--- src/rtl/pocket_video_pkg.sv ---
// Shared types and slot-word field placement for the Pocket video output stage.
package pocket_video_pkg;

  typedef struct packed {
    logic [7:0] r;
    logic [7:0] g;
    logic [7:0] b;
  } rgb24_t;

  typedef struct packed {
    rgb24_t rgb;
    logic   hs;
    logic   vs;
    logic   de;
  } vid_sig_t;

  localparam int SLOT_LSB = 13;
  localparam int SLOT_W   = 3;

endpackage

--- src/rtl/sync_pulse_gen.sv ---
// Turns a level-type sync into a one-cycle pulse on its rising edge.
module sync_pulse_gen (
  input  logic clk_i,
  input  logic rst_i,
  input  logic sig_i,
  output logic pulse_o
);

  logic sig_q;

  always_ff @(posedge clk_i or posedge rst_i) begin
    if (rst_i) sig_q <= 1'b0;
    else       sig_q <= sig_i;
  end

  assign pulse_o = sig_i & ~sig_q;

endmodule

--- src/rtl/video_output_formatter.sv ---
// Final video stage: sync pulses, blanking, frame statistics.
// Define VIDOUT_SLOT_WORD_EN to drive the scaler-slot word on the first blanking cycle of each line.
module video_output_formatter
  import pocket_video_pkg::*;
#(
  parameter int PIPE_DLY = 2,
  parameter int W_CNT    = 12
) (
  input  logic              clk_vid,
  input  logic              reset,
  input  logic [23:0]       in_rgb,
  input  logic              in_hs,
  input  logic              in_vs,
  input  logic              in_de,
  input  logic [SLOT_W-1:0] slot_sel,
  output logic [23:0]       vid_rgb,
  output logic              vid_hs,
  output logic              vid_vs,
  output logic              vid_de,
  output logic [W_CNT-1:0]  stat_width,
  output logic [W_CNT-1:0]  stat_lines,
  output logic              stat_valid
);

  localparam logic [W_CNT-1:0] CNT_MAX = '1;

  // Stage 0 is the input register; the output register supplies the final stage of latency.
  vid_sig_t dly_q [PIPE_DLY];
  vid_sig_t src;
  genvar    gi;

  always_ff @(posedge clk_vid or posedge reset) begin
    if (reset) dly_q[0] <= '0;
    else       dly_q[0] <= {in_rgb, in_hs, in_vs, in_de};
  end

  for (gi = 1; gi < PIPE_DLY; gi++) begin : g_dly
    always_ff @(posedge clk_vid or posedge reset) begin
      if (reset) dly_q[gi] <= '0;
      else       dly_q[gi] <= dly_q[gi-1];
    end
  end

  assign src = dly_q[PIPE_DLY-1];

`ifdef VIDOUT_SLOT_WORD_EN
  logic [SLOT_W-1:0] slot_q [PIPE_DLY];

  always_ff @(posedge clk_vid or posedge reset) begin
    if (reset) slot_q[0] <= '0;
    else       slot_q[0] <= slot_sel;
  end

  for (gi = 1; gi < PIPE_DLY; gi++) begin : g_slot
    always_ff @(posedge clk_vid or posedge reset) begin
      if (reset) slot_q[gi] <= '0;
      else       slot_q[gi] <= slot_q[gi-1];
    end
  end
`else
  logic unused_slot;
  assign unused_slot = ^slot_sel;
`endif

  logic hs_rise, vs_rise, de_fall;

  sync_pulse_gen u_hs_pulse (.clk_i(clk_vid), .rst_i(reset), .sig_i(src.hs), .pulse_o(hs_rise));
  sync_pulse_gen u_vs_pulse (.clk_i(clk_vid), .rst_i(reset), .sig_i(src.vs), .pulse_o(vs_rise));

  logic             de_prev_q;
  logic [23:0]      vid_rgb_q, vid_rgb_d;
  logic             vid_hs_q, vid_vs_q, vid_de_q;
  logic [W_CNT-1:0] width_cnt_q, width_cnt_d, width_last_q, width_last_d;
  logic [W_CNT-1:0] line_cnt_q, line_cnt_d;
  logic [W_CNT-1:0] stat_width_q, stat_width_d, stat_lines_q, stat_lines_d;
  logic             stat_valid_q, stat_valid_d, armed_q, armed_d;

  assign de_fall = de_prev_q & ~src.de;

  always_comb begin
    vid_rgb_d = src.de ? src.rgb : 24'h0;
`ifdef VIDOUT_SLOT_WORD_EN
    if (de_fall) vid_rgb_d[SLOT_LSB +: SLOT_W] = slot_q[PIPE_DLY-1];
`endif
  end

  // A DE fall in the same cycle as a VS rise belongs to the frame being closed.
  always_comb begin
    width_cnt_d  = width_cnt_q;
    width_last_d = width_last_q;
    line_cnt_d   = line_cnt_q;
    stat_width_d = stat_width_q;
    stat_lines_d = stat_lines_q;
    stat_valid_d = 1'b0;
    armed_d      = armed_q;
    if (src.de && width_cnt_q != CNT_MAX) width_cnt_d = width_cnt_q + 1'b1;
    if (de_fall) begin
      width_last_d = width_cnt_q;
      width_cnt_d  = '0;
      if (line_cnt_q != CNT_MAX) line_cnt_d = line_cnt_q + 1'b1;
    end
    if (vs_rise) begin
      if (armed_q) begin
        stat_width_d = width_last_d;
        stat_lines_d = line_cnt_d;
        stat_valid_d = 1'b1;
      end
      line_cnt_d = '0;
      armed_d    = 1'b1;
    end
  end

  always_ff @(posedge clk_vid or posedge reset) begin
    if (reset) begin
      de_prev_q    <= 1'b0;
      vid_rgb_q    <= '0;
      vid_hs_q     <= 1'b0;
      vid_vs_q     <= 1'b0;
      vid_de_q     <= 1'b0;
      width_cnt_q  <= '0;
      width_last_q <= '0;
      line_cnt_q   <= '0;
      stat_width_q <= '0;
      stat_lines_q <= '0;
      stat_valid_q <= 1'b0;
      armed_q      <= 1'b0;
    end else begin
      de_prev_q    <= src.de;
      vid_rgb_q    <= vid_rgb_d;
      vid_hs_q     <= hs_rise;
      vid_vs_q     <= vs_rise;
      vid_de_q     <= src.de;
      width_cnt_q  <= width_cnt_d;
      width_last_q <= width_last_d;
      line_cnt_q   <= line_cnt_d;
      stat_width_q <= stat_width_d;
      stat_lines_q <= stat_lines_d;
      stat_valid_q <= stat_valid_d;
      armed_q      <= armed_d;
    end
  end

  assign vid_rgb    = vid_rgb_q;
  assign vid_hs     = vid_hs_q;
  assign vid_vs     = vid_vs_q;
  assign vid_de     = vid_de_q;
  assign stat_width = stat_width_q;
  assign stat_lines = stat_lines_q;
  assign stat_valid = stat_valid_q;

endmodule
--- config.mk ---
export PLATFORM = sky130hd
export DESIGN_NAME = video_output_formatter
export DESIGN_NICKNAME = d
export VERILOG_FILES = /design/src/rtl/pocket_video_pkg.sv /design/src/rtl/sync_pulse_gen.sv /design/src/rtl/video_output_formatter.sv
export SDC_FILE = /design/constraint.sdc
export NUM_CORES = 1
export LEC_CHECK = 0
export ABC_AREA = 1
export BUFFER_PORTS_ARGS = -buffer_cell sky130_fd_sc_hd__buf_4
export CAP_MARGIN = 0
export CELL_PAD_IN_SITES_DETAIL_PLACEMENT = 0
export CELL_PAD_IN_SITES_GLOBAL_PLACEMENT = 1
export CORE_ASPECT_RATIO = 0.6
export CORE_MARGIN = 2
export CORE_UTILIZATION = 25
export CTS_BUF_LIST = sky130_fd_sc_hd__clkbuf_2 sky130_fd_sc_hd__clkbuf_4 sky130_fd_sc_hd__clkbuf_8
export DETAILED_ROUTE_END_ITERATION = 16
export PLACE_DENSITY_LB_ADDON = 0.1
export SYNTH_ARGS = -nofsm -noshare
export SYNTH_HDL_FRONTEND = slang
export SYNTH_SLANG_ARGS = --single-unit
--- constraint.sdc ---
create_clock -name clk_vid -period 5.7 [get_ports clk_vid]
set_clock_uncertainty 0.1 [all_clocks]
set_input_delay 0 -clock clk_vid [delete_from_list [all_inputs] [get_ports clk_vid]]
set_output_delay 0 -clock clk_vid [all_outputs]
set_load 0.05 [all_outputs]
Yosys cells after proc, flatten, opt, wreduce, memory -nomap -nowiden
Index checks and enable logic that the tools add are counted.
- flip-flop bits (word level): 145
- input port bits: 32
- output and inout bits: 52
- word-level logic and storage cells: 47
- $add $sub $neg: 2
- equal/unequal tests: 2
- mux-type cells: 9
- bitwise operators: 6
- reductions and logical operators: 3
- operator list (kind ; count):
    $mux W12 ; 6
    $add A12 B1 Y12 const B ; 2
    $mux W24 ; 1
    $ne A12 B12 Y1 const B ; 2
    $and A1 B1 Y1 ; 3
    $not A1 Y1 ; 3
    $mux W1 ; 2
    $reduce_and A2 Y1 ; 1
    $reduce_bool A2 Y1 ; 1
    $logic_and A1 B1 Y1 ; 1

Logic depth before layout (Yosys ltp)
Gate-level depths: netlist of run 1.
- depth in word-level cells: 4
- mapped depth: 10
- gate-level depth less buffers: 9

Modules after synthesis
Synthesis of run 1 repeated with hierarchy kept, for this count alone.
- cells, all modules: 491
- area total of the unflattened synthesis: 5260.0 um^2
- by module, submodules not included (module ; times used ; cells each ; area an instance (um^2) ; seq. area each (um^2)):
    video_output_formatter ; 1 ; 483 ; 5182.5 ; 3578.4
    sync_pulse_gen ; 2 ; 4 ; 38.8 ; 25.0

Worst setup path before layout of run 1
No wires, ideal clock.
- path type: reg-to-reg
- from: register, netlist name vid_de
- to: register stat_lines_q[11], in the netlist stat_lines[11]
- library setup time: 0.118 ns
- data arrival time: 1.362 ns
- required time: 5.482 ns
- path slack: 4.120 ns
- cell stages (with the launch flop): 8
- path buffers: 0
- clock period less this slack: 1.580 ns
- path through: dfrtp_1 > nand4_1 > nor2_4 > nand2_1 > nand2_1 > nand3_1 > nand2_1 > nand2_1
- RTL lines (what ; RTL line ; source):
    to (signal assigned) ; video_output_formatter.sv:137 ; stat_lines_q <= stat_lines_d;
    to (decl) ; video_output_formatter.sv:75 ; logic [W_CNT-1:0] stat_width_q, stat_width_d, stat_lines_q, stat_lines_d;

Final worst setup path of run 1
- from: register u_vs_pulse.sig_q
- to: register stat_lines_q[0], in the netlist stat_lines[0]
- longest elaborated chain between the ends: 3
- ends and longest elaborated chain (what ; RTL line ; source):
    from (decl) ; sync_pulse_gen.sv:9 ; logic sig_q;
    from (signal assigned) ; sync_pulse_gen.sv:13 ; else sig_q <= sig_i;
    $not A1 Y1 ; sync_pulse_gen.sv:16 ; assign pulse_o = sig_i & ~sig_q;
    $and A1 B1 Y1 ; sync_pulse_gen.sv:16 ;
    $reduce_and A2 Y1 (no source line) ; - ;
No other way between the ends.
A chain may end at the register's enable or synchronous reset.

==> results of run 1 <==
-- kinds of logic (layout without fill, tap and decap cells) --
family / count (synthesis) / after routing / synth area share
buf+inv: 76 / 205 / 0.0611
simple gates: 239 / 239 / 0.208
xor+xnor: 6 / 6 / 0.00987
flops: 145 / 145 / 0.682
compound gates: 32 / 32 / 0.0343
fa+ha+maj: 2 / 2 / 0.00470
-- worst register-to-register path, stage by stage, from the launching register on --
cell	delay [ns]
dfrtp_1	0.40
nor2_4	0.39
inv_2	0.13
nor2_4	0.43
inv_1	0.65
nand2_1	0.25
o21ai_2	0.08
-- flip-flops by register name, summed over array words and instances (netlist names) --
name              cells
armed_q               1
dly_q                54
line_cnt_q           12
stat_lines           12
stat_valid            1
stat_width           12
u_hs_pulse.sig_q      1
u_vs_pulse.sig_q      1
vid_de                1
vid_hs                1
vid_rgb              24
vid_vs                1
width_cnt_q          12
width_last_q         12
-- how the worst max path moves through the flow --
stage | depth (start not counted) | slack [ns] | to | start
2_1_floorplan | 1 | 1.71 | armed_q$_DFFE_PP0P_ | reset
3_3_place_gp | 6 | 3.05 | stat_lines[0]$_DFFE_PP0P_ | u_vs_pulse.sig_q$_DFF_PP0_
3_5_place_dp | 6 | 3.02 | stat_lines[0]$_DFFE_PP0P_ | u_vs_pulse.sig_q$_DFF_PP0_
4_1_cts | 6 | 3.00 | stat_lines[0]$_DFFE_PP0P_ | u_vs_pulse.sig_q$_DFF_PP0_
5_1_grt | 6 | 2.81 | stat_lines[0]$_DFFE_PP0P_ | u_vs_pulse.sig_q$_DFF_PP0_
6_report | 6 | 3.13 | stat_lines[0]$_DFFE_PP0P_ | u_vs_pulse.sig_q$_DFF_PP0_
-- layout make-up --
cell class,count,area (µm²)
fill,2157,14000
sequential,145,3630
multi-input combinational,279,1370
timing repair buffer,110,896
tap,279,349
clock buffer,22,284
inverter,63,241
clock inverter,10,181
-- where the power goes --
group	internal, mW	total (mW)	switching, mW
Clock	0.558	0.948	0.390
Sequential	1.09	1.12	0.0317
Combinational	0.0846	0.267	0.182
Total	1.73	2.34	0.604
-- per-layer routing --
metal | routed length, µm | up-vias | part of all wire
met1 | 6370 | 1694 | 0.55
met5 | 0 | - | 0
li1 | - | 1777 | -
met2 | 4440 | 59 | 0.39
met4 | 78 | 0 | 0.0068
met3 | 621 | 6 | 0.054
-- cells in the final DEF, fill, tap and decap left out --
master,count
nand2_1,149
dfrtp_1,145
buf_4,82
inv_1,58
dlygate4sd3_1,28
nor2_1,27
nand3_1,21
clkbuf_8,19
o21ai_0,15
nand2_2,12
nand3_2,10
o21ai_1,10
o21ai_2,6
nor2_4,5
nand4_1,5
xor2_1,5
bufinv_16,5
inv_2,4
nor3_1,3
clkbuf_4,3
clkinv_2,3
nor2_2,2
ha_1,2
nand2_4,1
nand3_4,1
xnor2_1,1
a21oi_1,1
nand3b_1,1
inv_6,1
nor3_2,1
or2_2,1
clkinv_4,1
clkinvlp_4,1
-- what timing repair did --
item	in CTS	in global routing
buffers inserted	0	0
hold buffers	28	0
endpoints found under the hold margin	106	0
==> key figures, run 1 <==
Placement
  – Placed Cells: 848
  – Placed cell areas: 0.00620 mm²
  – Input/output buffers: 80
  – Post-detail-place hpwl: 7480 µm
  – Routability congestion estimate: 0.753
  – Post-place setup slack: 3.02 ns

Clock tree
  – TritonCTS Buffers: 17
  – Clock Latency Late Sink: 0.44 ns
  – CTS clk-pin slew, worst paths: 0.08 ns
  – Clock buffer depth: 2
  – Clock root buffer: clkbuf_8
  – Clock sinks: 145
  – CTS H-Tree Depth: 4
  – CTS-repair resized insts: 0
  – CTS tree: built

Min path
  – Min-delay worst type: input pin to flop
  – End of the worst hold path: dly_q[42]$_DFF_PP0_
  – WHS Path Cells: 2
  – Worst min-delay path startpoint: in_rgb[12]

Logic synthesis
  – Count leader, synth: nand2_1
  – Synthesized cell area: 0.00532 mm²
  – Commonest cells in the netlist: nand2_1, dfrtp_1, inv_1
  – Synthesized instance count: 500
  – Number of flops mapped to enable cells by yosys: 0
  – Syn_nets: 534
  – Post-synthesis sequential area ratio: 0.682
  – Cell taking the most area after synthesis: dfrtp_1
  – Avg Cell Area, Syn: 10.6 µm²
  – Post-synth ARST share: 1.00
  – Cell variety after synth: 28
  – Post-synthesis register bit count: 145
  – Ys flop type: dfrtp_1
  – Synth top area share: 0.682
  – Warnings, synthesis: 0
  – Synth area leaders: dfrtp_1, nand2_1, inv_1

Global route
  – Met3 usage: 0.0465
  – Remaining global-route overflow: 0
  – All-Layer GR Usage: 0.112
  – GRT met1 Usage: 0.172
  – GR peak layer: met1
  – M2 GR Usage: 0.141
  – Largest net degree at the start of global routing: 81
  – First-pass GRT wire length: 18700 µm
  – Number of global-route vias before repair: 3472
  – Initial antenna violation count: 0

Pwr
  – Total Power: 2.34 mW
  – Pwr/cell area: 336 mW/mm²
  – Peak VDD IR: 0.122 mV
  – Cell leakage power: 3.47 nW

Drt
  – DR WL/cell: 12.7 µm
  – DRT iter0 DRCs: 211
  – 1st-pass router iterations: 4
  – Vias: 3536
  – Final WL: 11500 µm
  – Remaining DRCs: 0
  – Routed vias/inst: 3.89
  – Routed Antenna Nets: 0

Critical path
  – Crit path buf inv count: 2
  – Cell mode on critical path: nor2_4
  – Reg2Reg Launch Point: u_vs_pulse.sig_q$_DFF_PP0_
  – CP Class: flop to flop
  – Reg-to-reg slack, setup: 3.13 ns
  – CP endpoint kind: flop
  – CP required: 5.89 ns
  – Worst-path cell chain: nor2_4 -> inv_2 -> nor2_4 -> inv_1 -> nand2_1 -> o21ai_2
  – FF-to-FF End: stat_lines[0]$_DFFE_PP0P_
  – Crit path max-delay family: simple AND/OR/NAND/NOR gates
  – Crit-path slowest cell: inv_1
  – Crit path max fanout: 31
  – Crit-path max cell delay: 0.64 ns
  – Type of origin of the critical path: flop
  – Worst reg2reg path depth: 6
  – Crit path DAT: 2.76 ns

Timing
  – Period utilization: 0.451
  – Fin Setup TNS: 0 ns
  – Slew Viols, Final: 0
  – Final Hold Fails: 0
  – Tmin final: 2.57 ns
  – Worst Max-Slew Pin Slew: 1.12 ns
  – Fin Hold WS: 0.0977 ns
  – Unrepaired setup endpoints after global routing: false
  – Slack of the critical path: 3.13 ns
  – Max frequency: 389 MHz
  – Worst-case headroom to the max-slew limit: 0.254
  – Final setup vio count: 0

Job
  – Max-cap viol count: 0

Die
  – Io pins: 84
  – Core box area: 0.0209 mm²
  – Initial Util: 0.254
  – Die Ht: 117 µm
  – Die area: 0.0225 mm²
  – Std-Cell Rows: 41
  – Die W: 192 µm

Finish
  – Antenna cells: 0
  – Fraction of layout cells with a size suffix above 1: 0.251
  – # nets final: 650
  – Area growth, synth to finish: 30.6%
  – Post-route design area: 0.00695 mm²
  – Layout Utilization: 0.332
  – Non-filler cells, final: 908

Run status
  – Status: completed
Note: power is estimated with default switching activity, not from simulation.
==> run 2: changes to the inputs <==
--- a/config.mk
+++ b/config.mk
@@ -5,7 +5,7 @@
 export SDC_FILE = /design/constraint.sdc
 export NUM_CORES = 1
 export LEC_CHECK = 0
-export ABC_AREA = 1
+export ABC_AREA = 0
 export BUFFER_PORTS_ARGS = -buffer_cell sky130_fd_sc_hd__buf_4
 export CAP_MARGIN = 0
 export CELL_PAD_IN_SITES_DETAIL_PLACEMENT = 0
==> constraint.sdc (replaced) <==
create_clock -name clk_vid -period 2.35 [get_ports clk_vid]
set_clock_uncertainty 0.1 [all_clocks]
set_input_delay 0 -clock clk_vid [delete_from_list [all_inputs] [get_ports clk_vid]]
set_output_delay 0 -clock clk_vid [all_outputs]
set_load 0.05 [all_outputs]
==> run 2 against run 1 <==
Compared with the run above:
- highest routed layer unchanged
- fmax increased by 26%
- largest cell class unchanged
- sequential power increased by 140%
- critical path type unchanged
- routed wire length down 8.5%
- cell count shrank 14%
- largest power group unchanged
- cell area fell by 4.1%
- synthesized cell count fell by 25%
- power grew 130%
- first-iteration DRC count shrank 52%
==> key figures, run 2 <==
Die
  – Core box area: 0.0193 mm² (-7.9%)
  – Initial Util: 0.258 (+0.00347)
  – Die W: 186 µm (-3.3%)
  – Die area: 0.0211 mm² (-6.5%)
  – Die Ht: 113 µm (-3.3%)
  – Io pins: 84 (unchanged)
  – Std-Cell Rows: 39 (-4.9%)

Logic synthesis
  – Post-synth ARST share: 1.00 (unchanged)
  – Avg Cell Area, Syn: 13.3 µm² (+25%)
  – Count leader, synth: dfrtp_1
  – Number of flops mapped to enable cells by yosys: 0 (unchanged)
  – Synth top area share: 0.730 (+0.0486)
  – Synthesized instance count: 374 (-25%)
  – Cell variety after synth: 39 (+39%)
  – Synthesized cell area: 0.00497 mm² (-6.7%)
  – Warnings, synthesis: 0 (unchanged)
  – Commonest cells in the netlist: dfrtp_1, nand2_1, and2_1
  – Cell taking the most area after synthesis: dfrtp_1
  – Ys flop type: dfrtp_1
  – Syn_nets: 408 (-24%)
  – Post-synthesis sequential area ratio: 0.730 (+0.0486)
  – Post-synthesis register bit count: 145 (unchanged)
  – Synth area leaders: dfrtp_1, nand2_1, and2_1

Timing
  – Period utilization: 0.866 (+0.415)
  – Slew Viols, Final: 0 (unchanged)
  – Worst-case headroom to the max-slew limit: 0.615 (+0.361)
  – Tmin final: 2.04 ns (-0.537 ns)
  – Final setup vio count: 0 (unchanged)
  – Fin Setup TNS: 0 ns (unchanged)
  – Worst Max-Slew Pin Slew: 0.573 ns (-0.545 ns)
  – Max frequency: 491 MHz (+26%)
  – Unrepaired setup endpoints after global routing: false
  – Final Hold Fails: 0 (unchanged)

Drt
  – Routed Antenna Nets: 0 (unchanged)
  – Routed vias/inst: 4.07 (+4.5%)
  – DR WL/cell: 13.5 µm (+6.5%)
  – Final WL: 10500 µm (-8.5%)
  – Remaining DRCs: 0 (unchanged)
  – Vias: 3174 (-10%)
  – 1st-pass router iterations: 4 (unchanged)
  – DRT iter0 DRCs: 102 (-52%)

Critical path
  – Worst reg2reg path depth: 5 (-1)
  – Crit path buf inv count: 0 (-2)
  – CP required: 2.61 ns (-3.28 ns)
  – CP Class: flop to flop
  – Crit path max fanout: 6 (-81%)
  – Critical Path End: stat_lines[8]$_DFFE_PP0P_
  – Reg-to-reg slack, setup: 0.31 ns (-2.81 ns)
  – FF-to-FF End: stat_lines[8]$_DFFE_PP0P_
  – Crit path DAT: 2.30 ns (-0.46 ns)
  – Crit-path slowest cell: or4_1
  – CP endpoint kind: flop
  – Crit-path max cell delay: 0.56 ns (-0.08 ns)
  – Worst setup path startpoint: line_cnt_q[0]$_DFF_PP0_
  – Type of origin of the critical path: flop
  – Worst-path cell chain: ha_1 -> nand2_1 -> or4_1 -> or3_1 -> a31oi_1
  – Critical Path Stages: 5 (-1)
  – Reg2Reg Launch Point: line_cnt_q[0]$_DFF_PP0_
  – Crit path max-delay family: simple AND/OR/NAND/NOR gates

Clock tree
  – CTS clk-pin slew, worst paths: 0.08 ns (about the same)
  – Setup bufs post-CTS: 0 (unchanged)
  – Clock sinks: 145 (unchanged)
  – Clock root buffer: clkbuf_8
  – CTS-repair resized insts: 0 (unchanged)
  – Clock Latency Late Sink: 0.44 ns (about the same)
  – TritonCTS Buffers: 17 (unchanged)
  – CTS H-Tree Depth: 4 (unchanged)
  – CTS tree: built
  – Clock buffer depth: 2 (unchanged)
  – Post-cts hold buffer count: 29 (+3.6%)

Pwr
  – Cell leakage power: 3.08 nW (-11%)
  – Total Power: 5.39 mW (+130%)
  – Peak VDD IR: 0.316 mV (+160%)
  – Pwr/cell area: 808 mW/mm² (+140%)

Global route
  – Initial antenna violation count: 0 (unchanged)
  – First-pass GRT wire length: 17400 µm (-6.8%)
  – Remaining global-route overflow: 0 (unchanged)
  – Number of global-route vias before repair: 3279 (-5.6%)
  – All-Layer GR Usage: 0.111 (-0.00121)
  – Largest net degree at the start of global routing: 55 (-32%)

Finish
  – Biggest register: dly_q
  – # nets final: 535 (-18%)
  – Antenna cells: 0 (unchanged)
  – Fraction of layout cells with a size suffix above 1: 0.284 (+0.0329)
  – Commonest non-fill, non-tap cell in the layout: dfrtp_1
  – Most frequent cells in the layout: dfrtp_1, buf_4, nand2_1
  – Max reg flops: 54 (unchanged)
  – Area growth, synth to finish: 34.2%

Placement
  – Post-detail-place hpwl: 6700 µm (-10%)
  – Routability congestion estimate: 0.735 (-2.4%)
  – Input/output buffers: 80 (unchanged)

Min path
  – Worst min-delay path startpoint: in_rgb[2]
  – Min-delay worst type: input pin to flop

Run status
  – Status: completed

Job
  – Max-cap viol count: 0 (unchanged)
[run 2: changes by cell type in the layout (fill, tap and decap cells not counted), sizes merged, moves of 12 or more]
cell,delta
a31oi,+12
and2,+24
inv,-56
mux2,+13
nand2,-111
nand3,-20
nor2,-19
o21ai,-15
[run 2: worst register-to-register path: stages, from the launching register on]
cell,delay (ns)
dfrtp_1,0.39
ha_1,0.20
nand2_1,0.19
or4_1,0.56
or3_1,0.35
a31oi_1,0.16
[run 2: worst min-delay path by stage]
stage                          endpoint  slack [ns]  cells after the start
floorplan           dly_q[27]$_DFF_PP0_       -0.07                      0
global placement    dly_q[53]$_DFF_PP0_       -0.10                      2
detailed placement  dly_q[53]$_DFF_PP0_       -0.10                      2
CTS                 dly_q[32]$_DFF_PP0_        0.05                      2
global route        dly_q[31]$_DFF_PP0_        0.06                      2
finish              dly_q[32]$_DFF_PP0_        0.09                      2
[run 2: cell families after synthesis]
| kind of cell | share of synthesized area |
|---|---|
| multiplexers | 0.0355 |
| buffers and inverters | 0.0174 |
| adder cells (fa/ha/maj) | 0.00504 |
| flip-flops | 0.730 |
| XOR/XNOR | 0.00353 |
| AO/OA/AOI/OAI | 0.0680 |
| AND/OR/NAND/NOR | 0.140 |
[run 2: report_power, final]
group	total (mW)	internal (mW)	switching, mW
Sequential	2.74	2.65	0.0811
Combinational	0.706	0.250	0.456
Clock	1.95	1.01	0.932
[run 2: metal layers]
| layer | track usage | wire, µm |
|---|---|---|
| met5 | 0 | 0 |
| met4 | 0.0520 | 185 |
| met3 | 0.0386 | 484 |
| met2 | 0.158 | 4520 |
| met1 | 0.152 | 5340 |
[run 2: area by class of cell]
class,instances,area (µm²)
clock buffer,24,324
clock inverter,8,76.3
fill,1930,12600
inverter,8,33.8
multi-input combinational,208,1250
sequential,145,3630
tap,266,333
timing repair buffer,121,1020
[run 2: per-stage QoR]
step,util,cells,setup slack [ns],instance area [µm²],hold WS [ns]
finish,0.346,780,0.314,6670,0.0943
global route,0.346,780,0.142,6670,0.0625
CTS,0.346,780,0.297,6670,0.0505
detailed placement,0.310,719,0.317,5980,-0.100
global placement,0.310,719,0.345,5980,-0.101
floorplan,-,374,0.431,4970,-0.0686
